[config.mk]
export PLATFORM = sky130hd
export DESIGN_NAME = mac_sequencer
export DESIGN_NICKNAME = d
export VERILOG_FILES = /design/src/rtl/mac_sequencer.sv
export SDC_FILE = /design/constraint.sdc
export NUM_CORES = 1
export LEC_CHECK = 0
export ABC_AREA = 1
export BUFFER_PORTS_ARGS = -buffer_cell sky130_fd_sc_hd__buf_2
export CORE_MARGIN = 3
export CORE_UTILIZATION = 46
export DETAILED_ROUTE_END_ITERATION = 8
export PLACE_DENSITY_LB_ADDON = 0.08
export SKIP_CTS_REPAIR_TIMING = 1
export SLEW_MARGIN = 20
export SYNTH_ARGS = -nofsm -noshare
export SYNTH_HDL_FRONTEND = slang
export SYNTH_SLANG_ARGS = --single-unit
[constraint.sdc]
create_clock -name clk -period 2.2 [get_ports clk]
set_input_delay 0.33 -clock clk [delete_from_list [all_inputs] [get_ports clk]]
set_output_delay 0.33 -clock clk [all_outputs]
set_load 0.1 [all_outputs]
[src/rtl/mac_sequencer.sv]
// ---------------------------------------------------------------------------
// MacSequencer (module mac_sequencer)
//
// Purpose:
//   Sequences a matrix-vector product y = M * v through an external
//   multiply-accumulate unit. For each row i it streams the matrix row and
//   the vector out of two read-latency-1 memories. It hands each operand pair
//   to the MAC, then captures the accumulator as the row result and clears
//   the MAC for the next row.
//
//   Per row the schedule is:
//     ISSUE (n_eff cycles) -> DRAIN (1 cycle) -> STORE (1 cycle)
//   A run ends with one FINISH cycle, which carries the done pulse.
//
// Parameters:
//   DATA_WIDTH - width of operands, accumulator and results.
//   MAX_N      - largest supported dimension (power of two).
//
// Ports:
//   clk        - clock; all logic runs on its rising edge.
//   rst        - synchronous, active-low reset.
//   start      - one-cycle run request; ignored while busy.
//   n          - requested dimension; sampled on an accepted start.
//                Values above MAX_N are clamped to MAX_N.
//   mat_addr   - matrix word address {i, j}.
//   vec_addr   - vector word address j.
//   rd_en      - read strobe; data returns on the next cycle.
//   mat_rdata  - matrix read data.
//   vec_rdata  - vector read data.
//   A, B       - MAC operands, valid while enable is high.
//   enable     - MAC accumulate strobe (rd_en delayed by one cycle).
//   retro      - MAC clear strobe, asserted in the row-store cycle.
//   acc_out    - MAC accumulator value.
//   res_valid  - row result strobe.
//   res_data   - row result (acc_out passed through unmodified).
//   res_idx    - row index of res_data.
//   busy       - high whenever the sequencer is not idle.
//   done       - one-cycle pulse at the end of a run.
// ---------------------------------------------------------------------------
module mac_sequencer #(
    parameter int DATA_WIDTH = 8,
    parameter int MAX_N      = 8,
    localparam int AW        = (MAX_N > 1) ? $clog2(MAX_N) : 1
) (
    input  logic                  clk,
    input  logic                  rst,
    input  logic                  start,
    input  logic [AW:0]           n,
    output logic [2*AW-1:0]       mat_addr,
    output logic [AW-1:0]         vec_addr,
    output logic                  rd_en,
    input  logic [DATA_WIDTH-1:0] mat_rdata,
    input  logic [DATA_WIDTH-1:0] vec_rdata,
    output logic [DATA_WIDTH-1:0] A,
    output logic [DATA_WIDTH-1:0] B,
    output logic                  enable,
    output logic                  retro,
    input  logic [DATA_WIDTH-1:0] acc_out,
    output logic                  res_valid,
    output logic [DATA_WIDTH-1:0] res_data,
    output logic [AW-1:0]         res_idx,
    output logic                  busy,
    output logic                  done
);

    typedef enum logic [2:0] {
        IDLE,
        ISSUE,
        DRAIN,
        STORE,
        FINISH
    } state_t;

    localparam logic [AW:0]   MAX_N_L = (AW+1)'(MAX_N);
    localparam logic [AW:0]   N_ONE   = (AW+1)'(1);
    localparam logic [AW-1:0] IDX_ONE = AW'(1);

    state_t                state_q;
    logic [AW-1:0]         i_q;
    logic [AW-1:0]         j_q;
    logic [AW:0]           neff_q;
    logic                  rd_en_q;
    logic [2*AW-1:0]       mat_addr_q;
    logic [AW-1:0]         vec_addr_q;
    logic                  enable_q;
    logic                  retro_q;
    logic                  res_valid_q;
    logic [AW-1:0]         res_idx_q;
    logic                  done_q;

    logic [AW:0]           neff_d;
    logic [AW-1:0]         i_d;
    logic [AW-1:0]         j_d;
    logic                  last_col;
    logic                  last_row;

    // Next-value helpers for the FSM.
    // neff_d clamps the requested dimension so that indices always fit
    // in AW bits. last_col and last_row mark the final column of the
    // current row and the final row of the run, respectively.
    always_comb begin
        neff_d   = (n > MAX_N_L) ? MAX_N_L : n;
        i_d      = i_q + IDX_ONE;
        j_d      = j_q + IDX_ONE;
        last_col = ({1'b0, j_q} == (neff_q - N_ONE));
        last_row = ({1'b0, i_q} == (neff_q - N_ONE));
    end

    // Sequencer FSM.
    // Every output is registered. It is set on the transition into the
    // state that presents it, so it is valid for the whole of that state.
    // enable is simply rd_en delayed one stage, which lines it up with the
    // read data that returns one cycle after the address.
    always_ff @(posedge clk) begin
        if (!rst) begin
            state_q     <= IDLE;
            i_q         <= '0;
            j_q         <= '0;
            neff_q      <= '0;
            rd_en_q     <= 1'b0;
            mat_addr_q  <= '0;
            vec_addr_q  <= '0;
            enable_q    <= 1'b0;
            retro_q     <= 1'b0;
            res_valid_q <= 1'b0;
            res_idx_q   <= '0;
            done_q      <= 1'b0;
        end else begin
            enable_q    <= rd_en_q;
            retro_q     <= 1'b0;
            res_valid_q <= 1'b0;
            res_idx_q   <= '0;
            done_q      <= 1'b0;

            case (state_q)
                IDLE: begin
                    if (start) begin
                        neff_q <= neff_d;
                        i_q    <= '0;
                        j_q    <= '0;
                        if (neff_d == '0) begin
                            state_q <= FINISH;
                            done_q  <= 1'b1;
                        end else begin
                            state_q    <= ISSUE;
                            rd_en_q    <= 1'b1;
                            mat_addr_q <= '0;
                            vec_addr_q <= '0;
                        end
                    end
                end

                ISSUE: begin
                    if (last_col) begin
                        state_q    <= DRAIN;
                        j_q        <= '0;
                        rd_en_q    <= 1'b0;
                        mat_addr_q <= '0;
                        vec_addr_q <= '0;
                    end else begin
                        j_q        <= j_d;
                        mat_addr_q <= {i_q, j_d};
                        vec_addr_q <= j_d;
                    end
                end

                // The last read of the row is being accumulated in this
                // cycle, so the result can only be captured one cycle later.
                DRAIN: begin
                    state_q     <= STORE;
                    retro_q     <= 1'b1;
                    res_valid_q <= 1'b1;
                    res_idx_q   <= i_q;
                end

                STORE: begin
                    if (last_row) begin
                        state_q <= FINISH;
                        done_q  <= 1'b1;
                    end else begin
                        state_q    <= ISSUE;
                        i_q        <= i_d;
                        rd_en_q    <= 1'b1;
                        mat_addr_q <= {i_d, {AW{1'b0}}};
                        vec_addr_q <= '0;
                    end
                end

                FINISH: begin
                    state_q <= IDLE;
                end

                default: begin
                    state_q <= IDLE;
                end
            endcase
        end
    end

    // Operands and result are pass-throughs from the memories and the MAC.
    // They are gated by their strobes so that every output reads zero
    // while idle and after reset.
    always_comb begin
        A        = enable_q    ? mat_rdata : '0;
        B        = enable_q    ? vec_rdata : '0;
        res_data = res_valid_q ? acc_out   : '0;
    end

    assign mat_addr  = mat_addr_q;
    assign vec_addr  = vec_addr_q;
    assign rd_en     = rd_en_q;
    assign enable    = enable_q;
    assign retro     = retro_q;
    assign res_valid = res_valid_q;
    assign res_idx   = res_idx_q;
    assign done      = done_q;
    assign busy      = (state_q != IDLE);

    // Clearing and accumulating in the same cycle would corrupt a row.
    noClearDuringAccumulate: assert property (
        @(posedge clk) disable iff (!rst) !(retro_q && enable_q)
    );

endmodule

==> results of run 1 <==
[flip-flops by register name, summed over array words and instances (netlist names), 2 cells and up]
signal,flops
j_q,3
vec_addr,2
res_idx,3
neff_q,4
i_q,3
state_q,3
mat_addr,6
[cell type report]
cell class,instances,area [sq um]
Fill cell,329,1144
Multi-Input combinational cell,160,760.7
Sequential cell,28,563.0
Timing Repair Buffer,73,367.9
Inverter,47,176.4
Tap cell,44,55.05
Clock buffer,4,36.28
[synth_stat cells]
library cell  instances  area, sq um
nand2_1              93        349.1
xor2_1                2        17.52
or2_4                 1        8.760
clkbuf_1              5        18.77
nand4_1               5        31.28
nand3_1               8        40.04
nand2_2               2        12.51
o21a_1                1        7.510
o21ai_0               1        5.000
inv_1                43        161.4
a211oi_1              2        15.01
ha_1                  3        37.54
nor2_1               19        71.32
dfxtp_1              28        560.5
a21oi_1              17        85.08
nor2_8                1        20.02
nand3_4               1        17.52
nand4_4               1        21.27
inv_2                 4        15.01
buf_4                 2        15.01
a22oi_1               2        15.01
nor2_2                1        6.260
[metrics by stage]
step	hold WS, ns	worst slack, ns	utilization, %	total power [W]	std cells
floorplan	0.4276	0.02220	-	0.001239	242
global placement	0.4234	0.4949	61.98	0.001364	352
detailed placement	0.4400	0.4495	61.98	0.001365	352
CTS	0.2080	0.4182	63.15	0.001617	356
global route	0.2109	0.2192	63.15	0.001707	356
finish	0.1965	0.4006	63.15	0.001614	356
[power groups by stage]
stage	registers, W	logic (W)	clock network (W)
5_1_grt	0.000588	0.000830	0.000289
2_1_floorplan	0.000693	0.000546	0
4_1_cts	0.000580	0.000777	0.000261
6_report	0.000579	0.000775	0.000259
3_3_place_gp	0.000591	0.000773	0
3_5_place_dp	0.000591	0.000774	0
[cells by family (layout without fill, tap and decap cells)]
group,count (synthesis),count (layout),synth area share [%]
AO/OA/AOI/OAI,23,23,8.333
XOR/XNOR,2,2,1.144
adder cells (fa/ha/maj),3,3,2.451
buffers and inverters,54,124,13.72
flip-flops,28,28,36.60
AND/OR/NAND/NOR,132,132,37.75
[worst max-delay path, stage by stage (launching register included)]
cell     delay, ns
dfxtp_1       0.41
inv_2         0.07
ha_1          0.31
inv_1         0.06
nand2_1       0.06
nand2_1       0.04
nor2_1        0.21
nand4_4       0.17
nand3_1       0.18
nand2_1       0.08
a21oi_1       0.13
[metal layers]
| metal | wire (um) | up-vias |
|---|---|---|
| met3 | 372 | 7 |
| met5 | 0 | - |
| met1 | 1589 | 678 |
| li1 | - | 868 |
| met2 | 1587 | 72 |
| met4 | 57 | 0 |
[final timing paths]
check,slack (ns),startpoint,to,depth (start not counted)
worst max-delay path,0.40,neff_q[0],i_q[0],10
worst min-delay path,0.20,rst,enable,3
worst max register to register,0.40,neff_q[0],i_q[0],10
worst min register to register,0.45,rd_en,enable,2
==> impl_results.md, run 1 <==
- Internal Dissipation: 0.0007936 W
- Post-route standard cell area excluding fillers: 0.001959 sq mm
- Cell area after placement: 0.001923 sq mm
- Number of nets in the layout: 347
- Switching component of the power: 0.0008203 W
- Antenna violations before repair: 0
- Clock transition time at the flip-flop clock pins of the worst setup and hold paths: 0.16 ns
- Arr. time, crit path: 2.07 ns
- Setup violations, final: 0
- Number of clock sinks seen by CTS: 28
- Global routing's busiest layer: met2
- Count of buffers from port buffering: 72
- Starting density of the core: 49.35%
- Buffer depth of the longest clock path: 2
- Largest voltage drop on the vdd net: 0.4355 mV
- Num rows: 20
- Final Critical Period: 1.799 ns
- Fraction of final layout cells sized beyond drive strength 1: 28.85%
- Placed wire-length estimate after detailed placement: 2841 um
- Post-detailed-route count of antenna-violating nets: 0
- CTS tree: built
- P&R area growth vs syn: 27.94%
- Highest fanout seen on the critical path: 5
- Endpoint class of the critical path: flop
- Leakage power: 1.232 nW
- Placeable Area: 0.003103 sq mm
- MaxCap Viol Count: 0
- Final total negative setup slack: 0 ns
- CP startpoint kind: flop
- Routed WL per cell: 10.13 um
- Antenna diode count: 0
- Count of cell types in the netlist: 22
- Result of the run: finished, final reports clean
- Inserted Clock Buffers: 3
- Maximum number of pins on one net before global-route repair: 18
- First-pass GRT wire length: 6223 um
- Last weighted congestion value of the routability-driven placer: 0.8957
- Overall die area: 0.004058 sq mm
- Maximum level of the CTS H-tree: 1
- Crit path kind: reg -> reg
- Via count of the first global-routing pass: 1,463
- Vias post-DR: 1,625
- Synthesis warning total: 0
- Met3 Usage GRT: 5.169%
- Number of endpoints with negative hold slack in the final report: 0
- Gate Count Post-Synth: 242
- Clock tree root driver cell: clkbuf_4
- Clock latency of the later-clocked register in the worst-skew pair: 0.34 ns
- Clock network power share: 16.0%
- Maximum clock frequency: 555.7 MHz
- Unrepaired setup endpoints after global routing: false
- Number of vias per cell after detailed routing: 4.565
- Fraction of met1 tracks used by global routing: 22.67%
- Commonest non-fill, non-tap cells in the layout: nand2_1 (93), buf_2 (72), inv_1 (43)
- Met2 Usage GRT: 31.55%
- Register bit total from synthesis: 28
- Congestion Overflow GR: 0
- CP required: 2.47 ns
- Leading cell type in the layout, fill and taps excluded: nand2_1
- Syn avg cell area: 6.328 sq um
- Combinational Power Share: 48.1%
- Boundary pin count: 73
- Starting DRT DRC Count: 42
- Post-synthesis instance area: 0.001531 sq mm
- Slew HR: 67.29%
- Path category of the worst min-delay check: in -> reg
- Total routing resource utilization after global routing: 18.85%
- Routed Wire Length: 3607 um
- Worst slew pin tran: 0.4940 ns
- Height of the die: 63.70 um
- Detailed-routing iteration count for the pre-antenna-repair pass: 4
- Portion of the post-synthesis area used by sequential elements: 36.60%
- Switching part of the total power: 50.83%
- Sequential share of power: 35.9%
- Remaining DRCs: 0
- Largest clock skew in the final design: 0.008749 ns
- Chip width: 63.70 um
- Crit share post-route: 81.79%
- Synthesized netlist net count: 276
- Power density over the cells: 823.6 mW/mm^2
- Number of max-slew violations in the final report: 0
No activity file was read; power rests on OpenSTA's default activity.
==> run 2, diff against run 1 <==
CORE_UTILIZATION = 41   (was 46)
clock period = 1.45 ns   (was 2.2 ns; I/O delays follow)
==> impl_results.md, run 2 (synthesized netlist as in run 1, its figures left out) <==
- Remaining DRCs: 0 (unchanged)
- Filler cell count: 221 (-33%)
- Worst path slowest cell: dfxtp_2
- Critical register-to-register path endpoint: state_q[2]
- Number of nets in the layout: 367 (+5.8%)
- Endpoint class of the critical path: flop
- Antenna diode count: 0 (unchanged)
- Routed Wire Length: 4968 um (+38%)
- Crit path kind: reg -> reg
- Starting density of the core: 44.16% (-5.2 points)
- Total routing resource utilization after global routing: 19.21% (+0.36 points)
- Internal Dissipation: 0.001748 W (+120%)
- Maximum clock frequency: 620.5 MHz (+12%)
- First-pass GRT wire length: 6762 um (+8.7%)
- Commonest non-fill, non-tap cells in the layout: nand2_1 (66), buf_2 (46), buf_12 (29)
- Failing checks: negative setup slack
- Slew HR: 67.39% (+0.10 points)
- Overall die area: 0.004504 sq mm (+11%)
- Sequential share of power: 27.3% (-8.6 points)
- Worst hold start: rst
- Largest voltage drop on the vdd net: 0.9440 mV (+120%)
- Pre-CTS setup slack: -0.1412 ns (-0.5907 ns)
- Path category of the worst min-delay check: in -> reg
- MaxCap Viol Count: 0 (unchanged)
- Buffer depth of the longest clock path: 2 (unchanged)
- Critical Path, Cell by Cell: inv_1 > ha_4 > inv_2 > nand2_2 > nand2_2 > nor2_4 > nand4_4 > buf_4 > o21a_1 > nor2_1
- Max reg flops: 6 (unchanged)
- Clock network power share: 19.0% (+3.0 points)
- Chip width: 67.12 um (+5.4%)
- Result of the run: finished, violations left
- Largest clock skew in the final design: 0.001473 ns (-0.007276 ns)
- Crit share post-route: 111.1% (+29 points)
- CP startpoint kind: flop
- Placeable Area: 0.003468 sq mm (+12%)
- Hold path endpoint: enable
- Inserted Clock Buffers: 3 (unchanged)
- Clock transition time at the flip-flop clock pins of the worst setup and hold paths: 0.09 ns (-0.07 ns)
- Final Critical Period: 1.612 ns (-0.1878 ns)
- Clock latency of the later-clocked register in the worst-skew pair: 0.27 ns (-0.07 ns)
- Highest fanout seen on the critical path: 6 (+1)
- Cell family with most CP delay: simple AND/OR/NAND/NOR gates
- Congestion Overflow GR: 0 (unchanged)
- Total buffers and inverters traversed by the critical path: 3 (+1)
- CP required: 1.67 ns (-0.80 ns)
- Power density over the cells: 1113 mW/mm^2 (+35%)
- Maximum number of pins on one net before global-route repair: 20 (+2)
- Setup violations, final: 20 (+20)
- Last weighted congestion value of the routability-driven placer: 0.8480 (-5.3%)
- Crit-path max cell delay: 0.33 ns (-0.08 ns)
- Starting DRT DRC Count: 71 (+69%)
- Worst slew pin tran: 0.4925 ns (-0.001521 ns)
- Final core utilization: 82.83% (+20 points)
- Height of the die: 67.12 um (+5.4%)
- Combinational Power Share: 53.6% (+5.5 points)
- Unrepaired setup endpoints after global routing: true
- Final worst-path setup slack: -0.1617 ns (-0.5622 ns)
- Switching component of the power: 0.001450 W (+77%)
- Number of endpoints with negative hold slack in the final report: 0 (unchanged)
- Number of max-slew violations in the final report: 0 (unchanged)
- Worst hold path depth: 3 (unchanged)
- Count of buffers from port buffering: 72 (unchanged)
- Register-to-Register Path Depth: 10 (unchanged)
- Via count of the first global-routing pass: 1,619 (+11%)
- Number of vias per cell after detailed routing: 4.751 (+4.1%)
- Boundary pin count: 73 (unchanged)
- Crit Reg-Reg Startpoint: neff_q[1]
- Routed WL per cell: 13.14 um (+30%)
- Leading cell type in the layout, fill and taps excluded: nand2_1
- Slack of the worst reg-to-reg path: -0.16 ns (-0.56 ns)
- P&R area growth vs syn: 87.58%
- Maximum level of the CTS H-tree: 1 (unchanged)
- Number of clock sinks seen by CTS: 28 (unchanged)
- Antenna violations before repair: 0 (unchanged)
- Arr. time, crit path: 1.83 ns (-0.24 ns)
- Crit path from: neff_q[1]
- Leakage power: 1.300 nW (+5.5%)
- Switching part of the total power: 45.34% (-5.5 points)
- Clock tree root driver cell: clkbuf_8
- CTS tree: built
- Vias post-DR: 1,796 (+11%)
- Post-detailed-route count of antenna-violating nets: 0 (unchanged)
- Detailed-routing iteration count for the pre-antenna-repair pass: 4 (unchanged)
- Cell repeated most along the worst path: nand2_2
- Placed wire-length estimate after detailed placement: 3493 um (+23%)
- Num rows: 21 (+5.0%)
- Fraction of final layout cells sized beyond drive strength 1: 53.31% (+24 points)
run 2: per-stage QoR:
step | area (sq um) | TNS (ns) | std cells | power (W) | hold WS [ns]
after floorplan | 1762 | -0.6576 | 242 | 0.001987 | 0.3145
after global placement | 2586 | -0.8611 | 364 | 0.002384 | 0.4283
after detailed placement | 2586 | -1.815 | 364 | 0.002402 | 0.4382
after CTS | 2658 | -2.559 | 368 | 0.003009 | 0.1597
after global routing | 2873 | -4.301 | 378 | 0.003334 | 0.1917
final | 2873 | -2.275 | 378 | 0.003198 | 0.1644
run 2: worst max path at each step:
| stage | end | slack (ns) | cells after the start |
|---|---|---|---|
| after floorplan | A[4] | -0.11 | 4 |
| after global placement | mat_addr[3] | -0.09 | 11 |
| after detailed placement | mat_addr[1] | -0.14 | 11 |
| after CTS | mat_addr[1] | -0.16 | 11 |
| after global routing | state_q[1] | -0.25 | 10 |
| final | state_q[2] | -0.16 | 10 |
run 2: worst register-to-register path, stage by stage, from the launching register on:
cell,delay [ns]
dfxtp_2,0.33
inv_1,0.06
ha_4,0.28
inv_2,0.04
nand2_2,0.07
nand2_2,0.07
nor2_4,0.14
nand4_4,0.18
buf_4,0.18
o21a_1,0.13
nor2_1,0.08
run 2: power by group through the flow:
stage / combinational, W / clock [W] / sequential [W]
after global routing: 0.00181 / 0.000641 / 0.000884
after CTS: 0.00149 / 0.000620 / 0.000900
after detailed placement: 0.00149 / 0 / 0.000917
after global placement: 0.00147 / 0 / 0.000916
after floorplan: 0.000932 / 0 / 0.00106
final: 0.00171 / 0.000609 / 0.000874
run 2: final cells by class:
type                            instances  area (sq um)  share of cell area (%)
Clock buffer                            3         41.29                   1.437
Clock inverter                          1         30.03                   1.045
Inverter                               47         271.5                   9.451
Multi-Input combinational cell        161         954.7                   33.23
Sequential cell                        28         571.8                   19.90
Tap cell                               46         57.56                   2.003
Timing Repair Buffer                   92         945.9                   32.93
run 2: routing by layer:
layer | vias up | share of wire [%] | wire (um) | track usage [%]
li1 | 914 | - | - | -
met1 | 806 | 37 | 1857 | 22.05
met2 | 68 | 53 | 2631 | 33.62
met3 | 8 | 7.7 | 385 | 4.216
met4 | 0 | 1.9 | 93 | 8.861
met5 | - | 0 | 0 | 0
==> run 3, diff against run 2 <==
ABC_AREA = unset   (was 1)
==> impl_results.md, run 3 <==
- Worst path slowest cell: dfxtp_4
- Largest clock skew in the final design: 0.002304 ns (+0.0008307 ns)
- Congestion Overflow GR: 0 (unchanged)
- Final core utilization: 80.12% (-2.7 points)
- Arr. time, crit path: 2.09 ns (+0.26 ns)
- Highest fanout seen on the critical path: 4 (-2)
- Maximum number of pins on one net before global-route repair: 26 (+30%)
- MaxCap Viol Count: 0 (unchanged)
- Power density over the cells: 1663 mW/mm^2 (+49%)
- Gate Count Post-Synth: 168 (-31%)
- Height of the die: 66.77 um (-0.52%)
- Syn avg cell area: 9.012 sq um (+42%)
- Setup violations, final: 19 (-5.0%)
- Area share of the largest cell type after synthesis: 37.02% (+0.42 points)
- Fraction of final layout cells sized beyond drive strength 1: 62.36% (+9.0 points)
- Max reg flops: 6 (unchanged)
- Primary flip-flop cell chosen by synthesis mapping: dfxtp_1
- Worst hold slack: 0.2261 ns (+0.06177 ns)
- Routed WL per cell: 16.74 um (+27%)
- Post-detailed-route count of antenna-violating nets: 0 (unchanged)
- Overall die area: 0.004458 sq mm (-1.0%)
- Detailed-routing iteration count for the pre-antenna-repair pass: 4 (unchanged)
- Via count of the first global-routing pass: 1,511 (-6.7%)
- Clock latency of the later-clocked register in the worst-skew pair: 0.28 ns (about the same)
- Area occupied by multi-input gates: 0.001099 sq mm (+15%)
- Number of nets in the layout: 298 (-19%)
- Most frequent cells after synthesis: and2_1 (29), dfxtp_1 (28), nand2_1 (14)
- Starting DRT DRC Count: 54 (-24%)
- Maximum level of the CTS H-tree: 1 (unchanged)
- Last weighted congestion value of the routability-driven placer: 0.8643 (+1.9%)
- Number of max-slew violations in the final report: 0 (unchanged)
- Num rows: 21 (unchanged)
- Crit share post-route: 127.9% (+17 points)
- Number of vias per cell after detailed routing: 5.375 (+13%)
- Crit-path max cell delay: 0.37 ns (+0.04 ns)
- Final total negative setup slack: -5.933 ns (-3.657 ns)
- Count of cell types in the netlist: 45 (+100%)
- Placed wire-length estimate after detailed placement: 3684 um (+5.5%)
- Synthesis warning total: 0 (unchanged)
- Buffer depth of the longest clock path: 2 (unchanged)
- Critical register-to-register path endpoint: mat_addr[1]
- Commonest non-fill, non-tap cells in the layout: buf_2 (47), buf_12 (25), buf_4 (25)
- Leading cell type in the layout, fill and taps excluded: buf_2
- Register bit total from synthesis: 28 (unchanged)
- Flip-flop and latch area: 575.6 sq um (+0.66%)
- Result of the run: finished, violations left
- Crit path from: neff_q[0]
- P&R area growth vs syn: 82.15%
- Number of synthesized flops with an enable pin: 0 (unchanged)
- Chip width: 66.77 um (-0.52%)
- Boundary pin count: 73 (unchanged)
- Worst hold start: n[1]
- Slew HR: 64.23% (-3.2 points)
- Starting density of the core: 43.98% (-0.17 points)
- Hold path endpoint: neff_q[1]
- Remaining DRCs: 0 (unchanged)
- Routed Wire Length: 5172 um (+4.1%)
- Slack of the worst reg-to-reg path: -0.40 ns (-0.24 ns)
- Post-synthesis instance area: 0.001514 sq mm (-1.1%)
- Cell repeated most along the worst path: buf_4
- Maximum clock frequency: 539.1 MHz (-13%)
- Final worst-path setup slack: -0.4049 ns (-0.2432 ns)
- Clock tree root driver cell: clkbuf_8
- Portion of the post-synthesis area used by sequential elements: 37.02% (+0.42 points)
- Biggest area consumer among synthesized cells: dfxtp_1
- Pre-CTS setup slack: -0.3280 ns (-0.1868 ns)
- First-pass GRT wire length: 7093 um (+4.9%)
- Critical Path, Cell by Cell: buf_4 > buf_4 > xor2_1 > o211ai_2 > buf_4 > o311ai_4 > and2_4 > a32o_1
- Synthesized netlist net count: 202 (-27%)
- Antenna diode count: 0 (unchanged)
- CTS tree: built
- Failing checks: negative setup slack
- Total routing resource utilization after global routing: 20.80% (+1.6 points)
- Unrepaired setup endpoints after global routing: true
- Async set-or-reset flop fraction in the synthesized netlist: 0% (unchanged)
- Filler cell count: 214 (-3.2%)
- Clock transition time at the flip-flop clock pins of the worst setup and hold paths: 0.09 ns (about the same)
- Leakage power: 1.259 nW (-3.2%)
- CP required: 1.68 ns (about the same)
- Final Critical Period: 1.855 ns (+0.2432 ns)
- Path category of the worst min-delay check: in -> reg
- Placeable Area: 0.003442 sq mm (-0.76%)
- Worst slew pin tran: 0.5317 ns (+0.03919 ns)
- Leading post-synthesis cells by cell area: dfxtp_1 (37%), and2_1 (12%), nand2_1 (3.5%)
- Cell with the most instances after synthesis: and2_1
- Count of buffers from port buffering: 72 (unchanged)
- Endpoint class of the critical path: flop
- CP startpoint kind: flop
- Crit path kind: reg -> reg
- Largest voltage drop on the vdd net: 1.270 mV (+35%)
- Number of clock sinks seen by CTS: 28 (unchanged)
- Antenna violations before repair: 0 (unchanged)
- Worst hold path depth: 3 (unchanged)
- Vias post-DR: 1,661 (-7.5%)
- Register-to-Register Path Depth: 8 (-2)
- Crit Reg-Reg Startpoint: neff_q[0]
- Inserted Clock Buffers: 3 (unchanged)
- Number of endpoints with negative hold slack in the final report: 0 (unchanged)
-- run 3: cell count changes after synthesis, sizes merged, moves of 6 or more --
cell    before  now
a21boi       0    6
a21oi       17    1
and2         0   30
inv         47    6
nand2       95   14
nor2        21    4
nor3         0    6
-- run 3: area by class of cell --
| type | instances | share of cell area, % |
|---|---|---|
| Sequential cell | 28 | 20.87 |
| Timing Repair Buffer | 99 | 34.30 |
| Inverter | 6 | 0.9074 |
| Tap cell | 46 | 2.087 |
| Clock buffer | 4 | 1.996 |
| Multi-Input combinational cell | 126 | 39.84 |
-- run 3: worst max-delay path by stage --
stage                     slack, ns          end  cells past startpoint
after floorplan               -0.26  mat_addr[1]                      8
after global placement        -0.24        rd_en                      7
after detailed placement      -0.33   state_q[2]                      8
after CTS                     -0.37   state_q[2]                      8
after global routing          -0.48  mat_addr[1]                      8
final                         -0.40  mat_addr[1]                      8
-- run 3: kinds of logic (layout without fill, tap and decap cells) --
kind of cell    after synthesis  after routing  share of synthesized area [%]
mux                           1              1                         0.6612
flops                        28             28                          37.02
xor+xnor                      9              9                          5.703
buf+inv                      15            109                          4.959
simple gates                 77             77                          28.60
compound gates               35             36                          20.58
fa+ha+maj                     3              3                          2.480
-- run 3: critical path, delay by kind of cell (launching register included) --
kind            cells  cell delay, ns
compound gates      3            0.59
flops               1            0.37
buf+inv             3            0.44
xor+xnor            1            0.18
simple gates        1            0.24
-- run 3: per-layer routing --
metal | vias to the layer above | share of wire, % | GRT usage, %
met4 | 0 | 3.6 | 8.629
li1 | 776 | - | -
met3 | 18 | 9.1 | 4.216
met2 | 89 | 51 | 37.75
met1 | 778 | 37 | 23.32
met5 | - | 0 | 0
-- run 3: metrics by stage --
step / cell area, sq um / instances / total power [W]
floorplan: 1604 / 168 / 0.002961
global placement: 2510 / 299 / 0.003767
detailed placement: 2510 / 299 / 0.003814
CTS: 2565 / 303 / 0.004305
global route: 2758 / 309 / 0.004748
finish: 2758 / 309 / 0.004587
-- run 3: report_power, final --
part           internal, W  switching (W)  leakage [nW]  total, W
Combinational      0.00107        0.00196          1.00   0.00302
Clock             0.000244       0.000254        0.0288  0.000499
Sequential        0.000902       0.000165         0.231   0.00107
